==> config.mk <==
export PLATFORM = sky130hd
export DESIGN_NAME = multicycle_control_fsm
export DESIGN_NICKNAME = d
export VERILOG_FILES = /design/src/rtl/multicycle_control_fsm_pkg.sv /design/src/rtl/multicycle_control_fsm_alu_decoder.sv /design/src/rtl/multicycle_control_fsm.sv
export SDC_FILE = /design/constraint.sdc
export NUM_CORES = 1
export LEC_CHECK = 0
export CAP_MARGIN = 15
export CORE_ASPECT_RATIO = 1.2
export CORE_MARGIN = 2
export CORE_UTILIZATION = 48
export DETAILED_ROUTE_END_ITERATION = 8
export PLACE_DENSITY = 0.85
export SYNTH_ARGS = -nofsm -noshare
export SYNTH_HDL_FRONTEND = slang
export SYNTH_SLANG_ARGS = --single-unit
export TNS_END_PERCENT = 10
==> constraint.sdc <==
create_clock -name clk -period 3.2 [get_ports clk]
set_input_delay 0.32 -clock clk [delete_from_list [all_inputs] [get_ports clk]]
set_output_delay 0.32 -clock clk [all_outputs]
set_load 0.01 [all_outputs]
==> src/rtl/multicycle_control_fsm_pkg.sv <==
// Shared encodings for the multicycle RV32I control sequencer: states, opcodes,
// ALUOp, mux selects and ALUControl codes.
package multicycle_control_fsm_pkg;

   typedef enum logic [3:0] {
      FETCH    = 4'd0,
      DECODE   = 4'd1,
      MEMADR   = 4'd2,
      MEMREAD  = 4'd3,
      MEMWB    = 4'd4,
      MEMWRITE = 4'd5,
      EXECR    = 4'd6,
      EXECI    = 4'd7,
      ALUWB    = 4'd8,
      BEQ      = 4'd9,
      JAL      = 4'd10,
      TRAP     = 4'd11
   } state_t;

   localparam logic [6:0] OP_LOAD   = 7'b0000011;
   localparam logic [6:0] OP_STORE  = 7'b0100011;
   localparam logic [6:0] OP_RTYPE  = 7'b0110011;
   localparam logic [6:0] OP_ITYPE  = 7'b0010011;
   localparam logic [6:0] OP_BRANCH = 7'b1100011;
   localparam logic [6:0] OP_JAL    = 7'b1101111;

   localparam logic [1:0] ALUOP_ADD   = 2'b00;
   localparam logic [1:0] ALUOP_SUB   = 2'b01;
   localparam logic [1:0] ALUOP_FUNCT = 2'b10;

   localparam logic [1:0] RES_ALUOUT    = 2'b00;
   localparam logic [1:0] RES_DATA      = 2'b01;
   localparam logic [1:0] RES_ALURESULT = 2'b10;

   localparam logic [1:0] SRCA_PC    = 2'b00;
   localparam logic [1:0] SRCA_OLDPC = 2'b01;
   localparam logic [1:0] SRCA_RD1   = 2'b10;

   localparam logic [1:0] SRCB_RD2  = 2'b00;
   localparam logic [1:0] SRCB_IMM  = 2'b01;
   localparam logic [1:0] SRCB_FOUR = 2'b10;

   localparam logic [1:0] IMM_I = 2'b00;
   localparam logic [1:0] IMM_S = 2'b01;
   localparam logic [1:0] IMM_B = 2'b10;
   localparam logic [1:0] IMM_J = 2'b11;

   localparam logic [2:0] ALU_ADD = 3'b000;
   localparam logic [2:0] ALU_SUB = 3'b001;
   localparam logic [2:0] ALU_AND = 3'b010;
   localparam logic [2:0] ALU_OR  = 3'b011;
   localparam logic [2:0] ALU_SLT = 3'b101;

   localparam logic [6:0] FUNCT7_ALT = 7'b0100000;

   // Immediate format is a pure function of the opcode, valid in every state.
   function automatic logic [1:0] imm_src_of(input logic [6:0] op);
      case (op)
         OP_STORE:  return IMM_S;
         OP_BRANCH: return IMM_B;
         OP_JAL:    return IMM_J;
         default:   return IMM_I;
      endcase
   endfunction

endpackage

==> src/rtl/multicycle_control_fsm_alu_decoder.sv <==
// ALU_Decoder: maps ALUOp plus funct fields onto the 3-bit ALUControl code.
module ALU_Decoder
   import multicycle_control_fsm_pkg::*;
(
   input  logic [1:0] alu_op_i,
   input  logic [2:0] funct3_i,
   input  logic       op5_i,
   input  logic [6:0] funct7_i,
   output logic [2:0] alu_control_o
);

   logic is_sub;

   // Only R-type (op bit 5 set) with the alternate funct7 encodes a subtract.
   assign is_sub = op5_i && (funct7_i == FUNCT7_ALT);

   always_comb begin
      alu_control_o = ALU_ADD;
      case (alu_op_i)
         ALUOP_ADD: alu_control_o = ALU_ADD;
         ALUOP_SUB: alu_control_o = ALU_SUB;
         default: begin
            case (funct3_i)
               3'b000:  alu_control_o = is_sub ? ALU_SUB : ALU_ADD;
               3'b010:  alu_control_o = ALU_SLT;
               3'b110:  alu_control_o = ALU_OR;
               3'b111:  alu_control_o = ALU_AND;
               default: alu_control_o = ALU_ADD;
            endcase
         end
      endcase
   end

endmodule

==> src/rtl/multicycle_control_fsm.sv <==
// Multicycle RV32I control sequencer: walks each instruction through its phases,
// stalls on mem_ready, and traps on illegal opcodes or memory timeout.
module multicycle_control_fsm
   import multicycle_control_fsm_pkg::*;
#(
   parameter int MEM_TIMEOUT = 15,
   parameter int CNT_W       = 4
)
(
   input  logic       clk,
   input  logic       rst,
   input  logic [6:0] Op,
   input  logic [2:0] funct3,
   input  logic [6:0] funct7,
   input  logic       Zero,
   input  logic       mem_ready,
   output logic       PCWrite,
   output logic       AdrSrc,
   output logic       MemWrite,
   output logic       IRWrite,
   output logic       RegWrite,
   output logic [1:0] ResultSrc,
   output logic [1:0] ALUSrcA,
   output logic [1:0] ALUSrcB,
   output logic [1:0] ImmSrc,
   output logic [2:0] ALUControl,
   output logic       instr_retired,
   output logic       trap
);

   localparam logic [CNT_W-1:0] TIMEOUT_CNT = CNT_W'(MEM_TIMEOUT);
   localparam bit               TIMEOUT_EN  = (MEM_TIMEOUT != 0);

   state_t           state_q, state_d;
   logic [CNT_W-1:0] wait_cnt_q, wait_cnt_d;
   logic [1:0]       alu_op;
   logic             mem_state;
   logic             timeout_hit;
   logic             pc_write_raw, mem_write_raw, ir_write_raw, reg_write_raw, retire_raw;

   always_ff @(posedge clk or negedge rst) begin
      if (!rst) begin
         state_q    <= FETCH;
         wait_cnt_q <= '0;
      end else begin
         state_q    <= state_d;
         wait_cnt_q <= wait_cnt_d;
      end
   end

   assign mem_state   = (state_q == FETCH) || (state_q == MEMREAD) || (state_q == MEMWRITE);
   assign timeout_hit = TIMEOUT_EN && mem_state && !mem_ready && (wait_cnt_q == TIMEOUT_CNT);

   always_comb begin
      state_d       = state_q;
      AdrSrc        = 1'b0;
      ResultSrc     = RES_ALUOUT;
      ALUSrcA       = SRCA_PC;
      ALUSrcB       = SRCB_RD2;
      ImmSrc        = imm_src_of(Op);
      alu_op        = ALUOP_ADD;
      pc_write_raw  = 1'b0;
      mem_write_raw = 1'b0;
      ir_write_raw  = 1'b0;
      reg_write_raw = 1'b0;
      retire_raw    = 1'b0;

      case (state_q)
         FETCH: begin
            ALUSrcB      = SRCB_FOUR;
            ResultSrc    = RES_ALURESULT;
            ir_write_raw = mem_ready;
            pc_write_raw = mem_ready;
            if (mem_ready) state_d = DECODE;
         end
         DECODE: begin
            // OldPC + ImmExt lands in ALUOut as the branch/jump target.
            ALUSrcA = SRCA_OLDPC;
            ALUSrcB = SRCB_IMM;
            case (Op)
               OP_LOAD, OP_STORE: state_d = MEMADR;
               OP_RTYPE:          state_d = EXECR;
               OP_ITYPE:          state_d = EXECI;
               OP_BRANCH:         state_d = BEQ;
               OP_JAL:            state_d = JAL;
               default:           state_d = TRAP;
            endcase
         end
         MEMADR: begin
            ALUSrcA = SRCA_RD1;
            ALUSrcB = SRCB_IMM;
            if (Op == OP_LOAD)       state_d = MEMREAD;
            else if (Op == OP_STORE) state_d = MEMWRITE;
            else                     state_d = TRAP;
         end
         MEMREAD: begin
            AdrSrc = 1'b1;
            if (mem_ready) state_d = MEMWB;
         end
         MEMWB: begin
            ResultSrc     = RES_DATA;
            reg_write_raw = 1'b1;
            retire_raw    = 1'b1;
            state_d       = FETCH;
         end
         MEMWRITE: begin
            AdrSrc        = 1'b1;
            mem_write_raw = 1'b1;
            if (mem_ready) begin
               retire_raw = 1'b1;
               state_d    = FETCH;
            end
         end
         EXECR: begin
            ALUSrcA = SRCA_RD1;
            ALUSrcB = SRCB_RD2;
            alu_op  = ALUOP_FUNCT;
            state_d = ALUWB;
         end
         EXECI: begin
            ALUSrcA = SRCA_RD1;
            ALUSrcB = SRCB_IMM;
            alu_op  = ALUOP_FUNCT;
            state_d = ALUWB;
         end
         ALUWB: begin
            reg_write_raw = 1'b1;
            retire_raw    = 1'b1;
            state_d       = FETCH;
         end
         BEQ: begin
            ALUSrcA      = SRCA_RD1;
            ALUSrcB      = SRCB_RD2;
            alu_op       = ALUOP_SUB;
            pc_write_raw = Zero;
            retire_raw   = 1'b1;
            state_d      = FETCH;
         end
         JAL: begin
            // PC takes the target held in ALUOut while OldPC + 4 is computed for rd.
            ALUSrcA      = SRCA_OLDPC;
            ALUSrcB      = SRCB_FOUR;
            pc_write_raw = 1'b1;
            state_d      = ALUWB;
         end
         TRAP: begin
            state_d = TRAP;
         end
         default: state_d = TRAP;
      endcase

      if (timeout_hit) state_d = TRAP;
   end

   always_comb begin
      wait_cnt_d = wait_cnt_q;
      if (mem_ready || (state_d != state_q)) begin
         wait_cnt_d = '0;
      end else if (mem_state && (wait_cnt_q != '1)) begin
         wait_cnt_d = wait_cnt_q + CNT_W'(1);
      end
   end

   // Enables are masked while rst is held so an abort never leaks a write.
   assign PCWrite       = rst & pc_write_raw;
   assign MemWrite      = rst & mem_write_raw;
   assign IRWrite       = rst & ir_write_raw;
   assign RegWrite      = rst & reg_write_raw;
   assign instr_retired = rst & retire_raw;
   assign trap          = (state_q == TRAP);

   ALU_Decoder u_alu_decoder (
      .alu_op_i      (alu_op),
      .funct3_i      (funct3),
      .op5_i         (Op[5]),
      .funct7_i      (funct7),
      .alu_control_o (ALUControl)
   );

endmodule

## Word level (Yosys, flattened, before mapping)

Index checks and enable logic that the tools add are counted.

| cells by class | value |
|---|---|
| $add $sub $neg | 1 |
| reduce and logical (&&, ||, !) cells | 22 |
| bitwise logic cells | 5 |
| equal/unequal tests | 25 |
| muxes and demuxes | 25 |

Operators with widths:

| cell | number |
|---|---|
| two-way mux 4 bit | 8 |
| one-hot mux 4 bit (7 select lines) | 1 |
| == test 7 x 6 -> 1 bit (second input constant) | 3 |
| == test 4 bit (second input constant) | 5 |
| one-hot mux 4 bit (5 select lines) | 1 |
| == test 4 x 3 -> 1 bit (second input constant) | 4 |
| one-hot mux 2 bit (2 select lines) | 4 |
| == test 7 bit (second input constant) | 2 |
| one-hot mux 3 bit (4 select lines) | 1 |
| OR reduction 2 bit | 6 |
| OR reduction 3 bit | 3 |
| == test 4 x 2 -> 1 bit (second input constant) | 2 |
| == test 7 x 2 -> 1 bit (second input constant) | 1 |
| == test 7 x 5 -> 1 bit (second input constant) | 1 |
| == test 3 bit (second input constant) | 2 |
| two-way mux 1 bit | 6 |
| one-hot mux 2 bit (3 select lines) | 1 |
| one-hot mux 3 bit (2 select lines) | 1 |
| bitwise AND 1 bit | 5 |
| adder 4 x 1 -> 4 bit (second input constant) | 1 |
| == test 4 x 1 -> 1 bit (second input constant) | 1 |
| logical AND 1 bit | 4 |
| logical NOT 4 bit | 1 |
| inequality test 4 bit | 1 |
| other kinds (11) | 13 |

| word-level totals | value |
|---|---|
| register bits | 8 |
| output and inout bits | 18 |
| input port bits | 21 |

## Longest topological paths before layout

Gate-level depths: netlist (run 1).

| depth | value |
|---|---|
| depth after elaboration | 9 |
| mapped depth | 6 |

## By module

A second synthesis (run 1) with hierarchy kept.

| second synthesis, totals | value |
|---|---|
| cells, all modules | 138 |
| area, all modules | 1056.0 µm² |

Modules (own cells, without submodules):

| module | instances | area each (µm²) | seq. area each (µm²) | cells each |
|---|---|---|---|---|
| multicycle_control_fsm | 1 | 985.9 | 200.2 | 130 |
| ALU_Decoder | 1 | 70.1 | 0.0 | 8 |

## Worst setup path before layout (run 1)

OpenSTA, ideal clock, no wires.

| path | value |
|---|---|
| kind | register -> output |
| from | register state_q[1] |
| to | output PCWrite |
| stages on the path, launching flop included | 7 |
| arrival time | 1.622 ns |
| data required time | 2.880 ns |
| setup slack | 1.258 ns |
| buffers on the path | 2 |
| path through | dfrtp_1 -> buf_6 -> clkbuf_1 -> or3_1 -> a21oi_1 -> a31oi_1 -> nor3b_1 |

| on the way | value |
|---|---|
| longest elaborated chain between the ends | 3 |
| elaborated cells on any way between the ends | 5 |
| those cells by class | eq/ne (2); mux (1); bitwise (1); reduce/logical (1) |

RTL lines:

| element | line | RTL |
|---|---|---|
| start, declared | multicycle_control_fsm.sv:34 | `state_t state_q, state_d;` |
| start signal, assigned | multicycle_control_fsm.sv:46 | `state_q <= state_d;` |
| == test 4 bit / logical NOT 4 bit (equally long branches) | multicycle_control_fsm.sv:68 | `case (state_q)` |
| one-hot mux 1 bit (3 select lines) * | multicycle_control_fsm.sv:68 |  |
| bitwise AND 1 bit * | multicycle_control_fsm.sv:165 | `assign PCWrite = rst & pc_write_raw;` |
| end, declared | multicycle_control_fsm.sv:17 | `output logic PCWrite,` |

Mark *: on every way between the ends. The rest lies on a longest branch, timed or not.

## Worst setup path in the final report (run 1)

Same ends and word-level chain as after synthesis.

==> results of run 1 <==
[how the worst min path moves through the flow]
stage / start / endpoint / slack [ns]
after floorplan: rst / state_q[0] / 0.02
after global placement: wait_cnt_q[3] / wait_cnt_q[3] / 0.58
after detailed placement: wait_cnt_q[3] / wait_cnt_q[3] / 0.59
after CTS: rst / state_q[0] / 0.42
after global routing: rst / state_q[0] / 0.45
final: rst / state_q[0] / 0.41
[power by group]
group / switching [W] / total, W / internal, W
Clock: 0.0000364 / 0.0000795 / 0.0000431
Sequential: 0.000103 / 0.000229 / 0.000127
Combinational: 0.000426 / 0.000810 / 0.000384
Total: 0.000565 / 0.00112 / 0.000554
[routing by layer]
metal  track usage  share of wire
met3        0.0354          0.082
met2         0.408           0.50
met5             0              0
met1         0.320           0.40
met4        0.0927          0.020
[cells by family after synthesis]
| group | Yosys count | synth area share |
|---|---|---|
| flip-flops | 8 | 0.182 |
| multiplexers | 1 | 0.00909 |
| AO/OA/AOI/OAI | 45 | 0.308 |
| XOR/XNOR | 5 | 0.0398 |
| AND/OR/NAND/NOR | 74 | 0.392 |
| adder cells (fa/ha/maj) | 1 | 0.0114 |
| buffers and inverters | 12 | 0.0580 |
[synth_stat cells, types with 2 or more instances]
| cell | instances |
|---|---|
| a22oi_1 | 2 |
| nor2_1 | 11 |
| a311oi_2 | 2 |
| nand2_1 | 9 |
| buf_6 | 2 |
| o21bai_1 | 2 |
| buf_1 | 2 |
| a211oi_1 | 5 |
| and3_1 | 5 |
| xnor2_1 | 4 |
| o21ai_0 | 5 |
| nand4b_1 | 2 |
| inv_1 | 2 |
| nor3_1 | 7 |
| nor4_1 | 2 |
| nor3b_1 | 3 |
| nor3_2 | 2 |
| or3_1 | 4 |
| a31oi_1 | 3 |
| o21a_1 | 2 |
| nor2_2 | 2 |
| a21oi_1 | 11 |
| nand2b_1 | 5 |
| nor4bb_1 | 2 |
| nor2b_1 | 5 |
| clkbuf_1 | 2 |
| nand3_1 | 8 |
| buf_2 | 3 |
| o22ai_1 | 3 |
| dfrtp_1 | 8 |
[cell type report]
class | count | area, um2 | area share
tap | 31 | 38.8 | 0.0258
clock buffer | 3 | 22.5 | 0.0150
multi-input combinational | 126 | 837 | 0.556
timing repair buffer | 40 | 395 | 0.263
sequential | 8 | 200 | 0.133
inverter | 3 | 11.3 | 0.00748
[state kept, by name (all words and copies together) (netlist names)]
register / cells
state_q: 4
wait_cnt_q: 4
[metrics by stage]
step | utilization | instances | cell area [um2] | power [W] | hold slack [ns]
2_1_floorplan | - | 146 | 1100 | 0.000768 | 0.0244
3_3_place_gp | 0.663 | 208 | 1480 | 0.00102 | 0.581
3_5_place_dp | 0.663 | 208 | 1480 | 0.00103 | 0.586
4_1_cts | 0.674 | 211 | 1510 | 0.00111 | 0.421
5_1_grt | 0.674 | 211 | 1510 | 0.00122 | 0.449
6_report | 0.674 | 211 | 1510 | 0.00112 | 0.410
[worst register-to-register path: stages (launching register included)]
cell and delay, ns:
dfrtp_1 0.82, nor4_1 0.17, a32o_1 0.33, a311oi_2 0.35, a41oi_2 0.23, a211oi_1 0.26
==> reports/metrics.csv, run 1 <==
metric,value,unit
setup_tns,0,ns
synth_area,0.00110,mm2
crit_arrival,2.35,ns
area_growth,36.7,%
start_util,0.493,
maxSlewViolCount,0,
period_share,0.833,
crit_buf_inv,1,
clk_latency,0.26,ns
fin_crit,2.67,ns
h-tree-depth,1,
yosys_warnings,0,
power_density,743,mW/mm2
r2r-end,wait_cnt_q[0],
fillers,208,
core-area,0.00223,mm2
cp.depth,5,
crit_path_end_kind,output port,
path_class,flip-flop to output port,
syn_avg_cell_area,7.54,um2
synth_area_leaders,"dfrtp_1, a21oi_1, nor2_1",
relSlewSlack,0.506,
worstRegToRegCells,5,
rsz0062_at_grt,no,
cap_violations,0,
cp_cell_sequence,"or3_1, a21oi_1, a31oi_1, nor3b_1, clkdlybuf4s50_1",
timing.fmax,375,MHz
drive_gt1_frac,0.100,
gp_congestion,0.967,
skew,0.0101,ns
ios,39,
antenna_found_initial,0,
synth_top_area_frac,0.182,
crit_family,simple AND/OR/NAND/NOR gates,
crit_path_start,state_q[1],
rows,19,
setup_ws,0.533,ns
drc,0,
clock_path_buffers,2,
wire_per_inst,15.2,um
status,"finished, final reports clean",
grt_pass1_vias,1163,
dp_worst_setup_slack,0.582,ns
cp_slowest_stage_delay,0.65,ns
crit_required,2.88,ns
cts_resized,0,
setup.worst_path.start_class,flip-flop,
cts_buffers,3,
synth-edff-count,0,
nets,204,
die_x,47.7,um
io_buffers,38,
syn_nets,168,
vdd.ir_drop.worst,0.605,mV
ys_types,51,
cpMaxStageDelayCell,dfrtp_1,
hold_path.class,input pin to asynchronous set/reset pin,
n_antenna_cell,0,
root_buffer,clkbuf_4,
via_per_inst,6.24,
tightest_slew,0.741,ns
r2r_start,state_q[1],
ys.flop_type,dfrtp_1,
syn-instance-count,146,
hold_violations,0,
die_area,0.00269,mm2
die_y,56.5,um
numClockSinks,8,
worstPathMaxFanout,24,
setup_violations,0,
wl,3200,um
ys_seq_area_frac,0.182,
cts.clk_slew.worst_paths,0.06,ns
cts_tree,built,
final_cell_mix,"clkdlybuf4s50_1, nor2_1, a21oi_1, nand2_1",
grt_overflow,0,
grt_pass1_wl,5090,um
leakage,0.537,nW
synth_seq_cells,8,
first_pass_iters,4,
ant_nets,0,
final_common_cell,clkdlybuf4s50_1,
grt_usage,0.250,
endpoint,PCWrite,
cts_hold_buf,0,
drtIter0Drc,59,
grt_max_degree,25,
synthArstFlopShare,1.00,
yosysTopAreaCell,dfrtp_1,
vias,1316,
r2r_setup_slack,0.92,ns
cts_setup_buffers,0,
post-dp-hpwl,2420,um
Note: power is estimated with default switching activity, not from simulation.
==> run 2, diff against run 1 <==
--- a/config.mk
+++ b/config.mk
@@ -8,9 +8,9 @@
 export CAP_MARGIN = 15
 export CORE_ASPECT_RATIO = 1.2
 export CORE_MARGIN = 2
-export CORE_UTILIZATION = 48
+export CORE_UTILIZATION = 45
 export DETAILED_ROUTE_END_ITERATION = 8
-export PLACE_DENSITY = 0.85
+export PLACE_DENSITY = 0.8
 export SYNTH_ARGS = -nofsm -noshare
 export SYNTH_HDL_FRONTEND = slang
 export SYNTH_SLANG_ARGS = --single-unit
==> constraint.sdc (replaced) <==
create_clock -name clk -period 2.55 [get_ports clk]
set_input_delay 0.255 -clock clk [delete_from_list [all_inputs] [get_ports clk]]
set_output_delay 0.255 -clock clk [all_outputs]
set_load 0.01 [all_outputs]
==> run 2 against run 1 <==
  * Via count is 2.7% higher
  * First-iteration DRC count down 27%
  * Combinational power grew 42%
  * Largest power group unchanged
  * Count of clock-buffer cells in the layout stayed put
==> reports/metrics.csv, run 2 (synthesis gave the netlist of run 1 again) <==
metric,value,unit,change
status,"finished, final reports clean",,
power_density,947,mW/mm2,+27%
cts.clk_slew.worst_paths,0.05,ns,about the same
setup_tns,0,ns,unchanged
first_pass_iters,4,,unchanged
r2r_setup_slack,0.38,ns,-0.54 ns
grt_pass1_wl,5940,um,+17%
setup_violations,0,,unchanged
timing.fmax,401,MHz,
drc,0,,unchanged
wl,3450,um,+7.7%
dp_worst_setup_slack,0.154,ns,-0.428 ns
die_area,0.00286,mm2,+6.1%
utilization,0.678,,+0.00467
cts_buffers,3,,unchanged
final_cells,217,,+2.8%
io_buffers,38,,unchanged
grt_usage,0.263,,+0.0124
fin_crit,2.49,ns,
ant_nets,0,,unchanged
area_growth,42.0,%,
comb_power_share,0.774,,+0.050
top_usage_layer,met2,,
rsz0062_at_grt,no,,
cts_tree,built,,
met2_usage,0.477,,+0.0692
crit_arrival,2.24,ns,-0.11 ns
multi_input_area,837,um2,unchanged
r2r-end,wait_cnt_q[2],,
drtIter0Drc,43,,-27%
period_share,0.978,,
relSlewSlack,0.655,,+0.149
numClockSinks,8,,unchanged
swShare,0.495,,-0.00992
vdd.ir_drop.worst,0.806,mV,+33%
pwr-share-clk,0.063,,-0.008
final_cell_mix,"clkdlybuf4s50_1, nor2_1, a21oi_1, nand2_1, nand3_1",,
via_per_inst,6.23,,-0.11%
placed_cells,214,,+2.9%
clk_latency,0.25,ns,about the same
leakage,0.568,nW,+5.6%
vias,1352,,+2.7%
grt_overflow,0,,unchanged
nets,210,,+2.9%
root_buffer,clkbuf_4,,
rows,19,,unchanged
p_int,0.000748,W,+35%
wire_per_inst,15.9,um,+4.8%
die_x,49.2,um,+3.0%
gp_congestion,0.934,,-3.5%
r2r_start,state_q[3],,
setup_ws,0.0571,ns,-0.476 ns
drive_gt1_frac,0.134,,+0.0344
switchingPower,0.000733,W,+30%
grt_pass1_vias,1246,,+7.1%
maxSlewViolCount,0,,unchanged
path_class,flip-flop to output port,,
reg_top3,"state_q: 4 flops, wait_cnt_q: 4 flops",,
seqPwrFrac,0.163,,-0.042
met1_usage,0.316,,-0.00421
setup.worst_path.start_class,flip-flop,,
fillers,222,,+6.7%
ios,39,,unchanged
final_common_cell,clkdlybuf4s50_1,,
cap_violations,0,,unchanged
antenna_found_initial,0,,unchanged
seqCellArea,201,um2,+0.62%
skew,0.00704,ns,-0.00308 ns
die_y,58.2,um,+3.0%
clock_path_buffers,2,,unchanged
crit_path_end_kind,output port,,
worstRegToRegCells,6,,+1
post-dp-hpwl,2710,um,+12%
grt_max_degree,17,,-32%
crit_required,2.30,ns,-0.58 ns
start_util,0.477,,-0.0152
gr-usage-met3,0.0412,,+0.00587
whs,0.449,ns,+0.0392 ns
core-area,0.00231,mm2,+3.2%
tightest_slew,0.504,ns,-0.237 ns
h-tree-depth,1,,unchanged
hold_path.class,input pin to asynchronous set/reset pin,,
worstPathMaxFanout,14,,-42%
cts_setup_buffers,0,,unchanged
n_antenna_cell,0,,unchanged
hold_violations,0,,unchanged
[run 2: stage by stage]
stage | total power, W | cell area (um2)
floorplan | 0.000964 | 1100
global placement | 0.00135 | 1540
detailed placement | 0.00137 | 1540
CTS | 0.00147 | 1560
global route | 0.00160 | 1560
finish | 0.00148 | 1560
[run 2: layout make-up]
class	count	share of cell area
well taps	31	0.0248
inverters	3	0.00720
clock buffers	3	0.0144
multi-input cells	126	0.535
repair buffers	46	0.290
flip-flops and latches	8	0.129
[run 2: worst max path at each step]
| stage | from | endpoint |
|---|---|---|
| after floorplan | wait_cnt_q[0] | wait_cnt_q[2] |
| after global placement | mem_ready | PCWrite |
| after detailed placement | mem_ready | PCWrite |
| after CTS | state_q[3] | PCWrite |
| after global routing | state_q[3] | PCWrite |
| final | state_q[3] | PCWrite |
[run 2: power by group through the flow]
stage | Clock (W) | Sequential [W] | Combinational, W
after floorplan | 0 | 0.000198 | 0.000766
after global routing | 0.000106 | 0.000250 | 0.00125
after global placement | 0 | 0.000241 | 0.00111
after detailed placement | 0 | 0.000239 | 0.00113
after CTS | 0.0000987 | 0.000238 | 0.00113
final | 0.0000933 | 0.000242 | 0.00115
[run 2: critical path, stage by stage (launching register included)]
cell,delay [ns]
dfrtp_1,0.52
or3_1,0.40
a21oi_1,0.17
a31oi_1,0.07
nor3b_1,0.24
clkdlybuf4s50_1,0.58
[run 2: repair_timing]
| action | 4_1_cts | 5_1_grt |
|---|---|---|
| setup endpoints to repair | 0 | 1 |
| resized for setup | 0 | 1 |
| hold buffers | 0 | 0 |
[run 2: per-layer routing]
metal  share of wire  wire [um]
met3           0.080        277
met1            0.40       1360
met2            0.51       1750
met5               0          0
met4           0.018         63
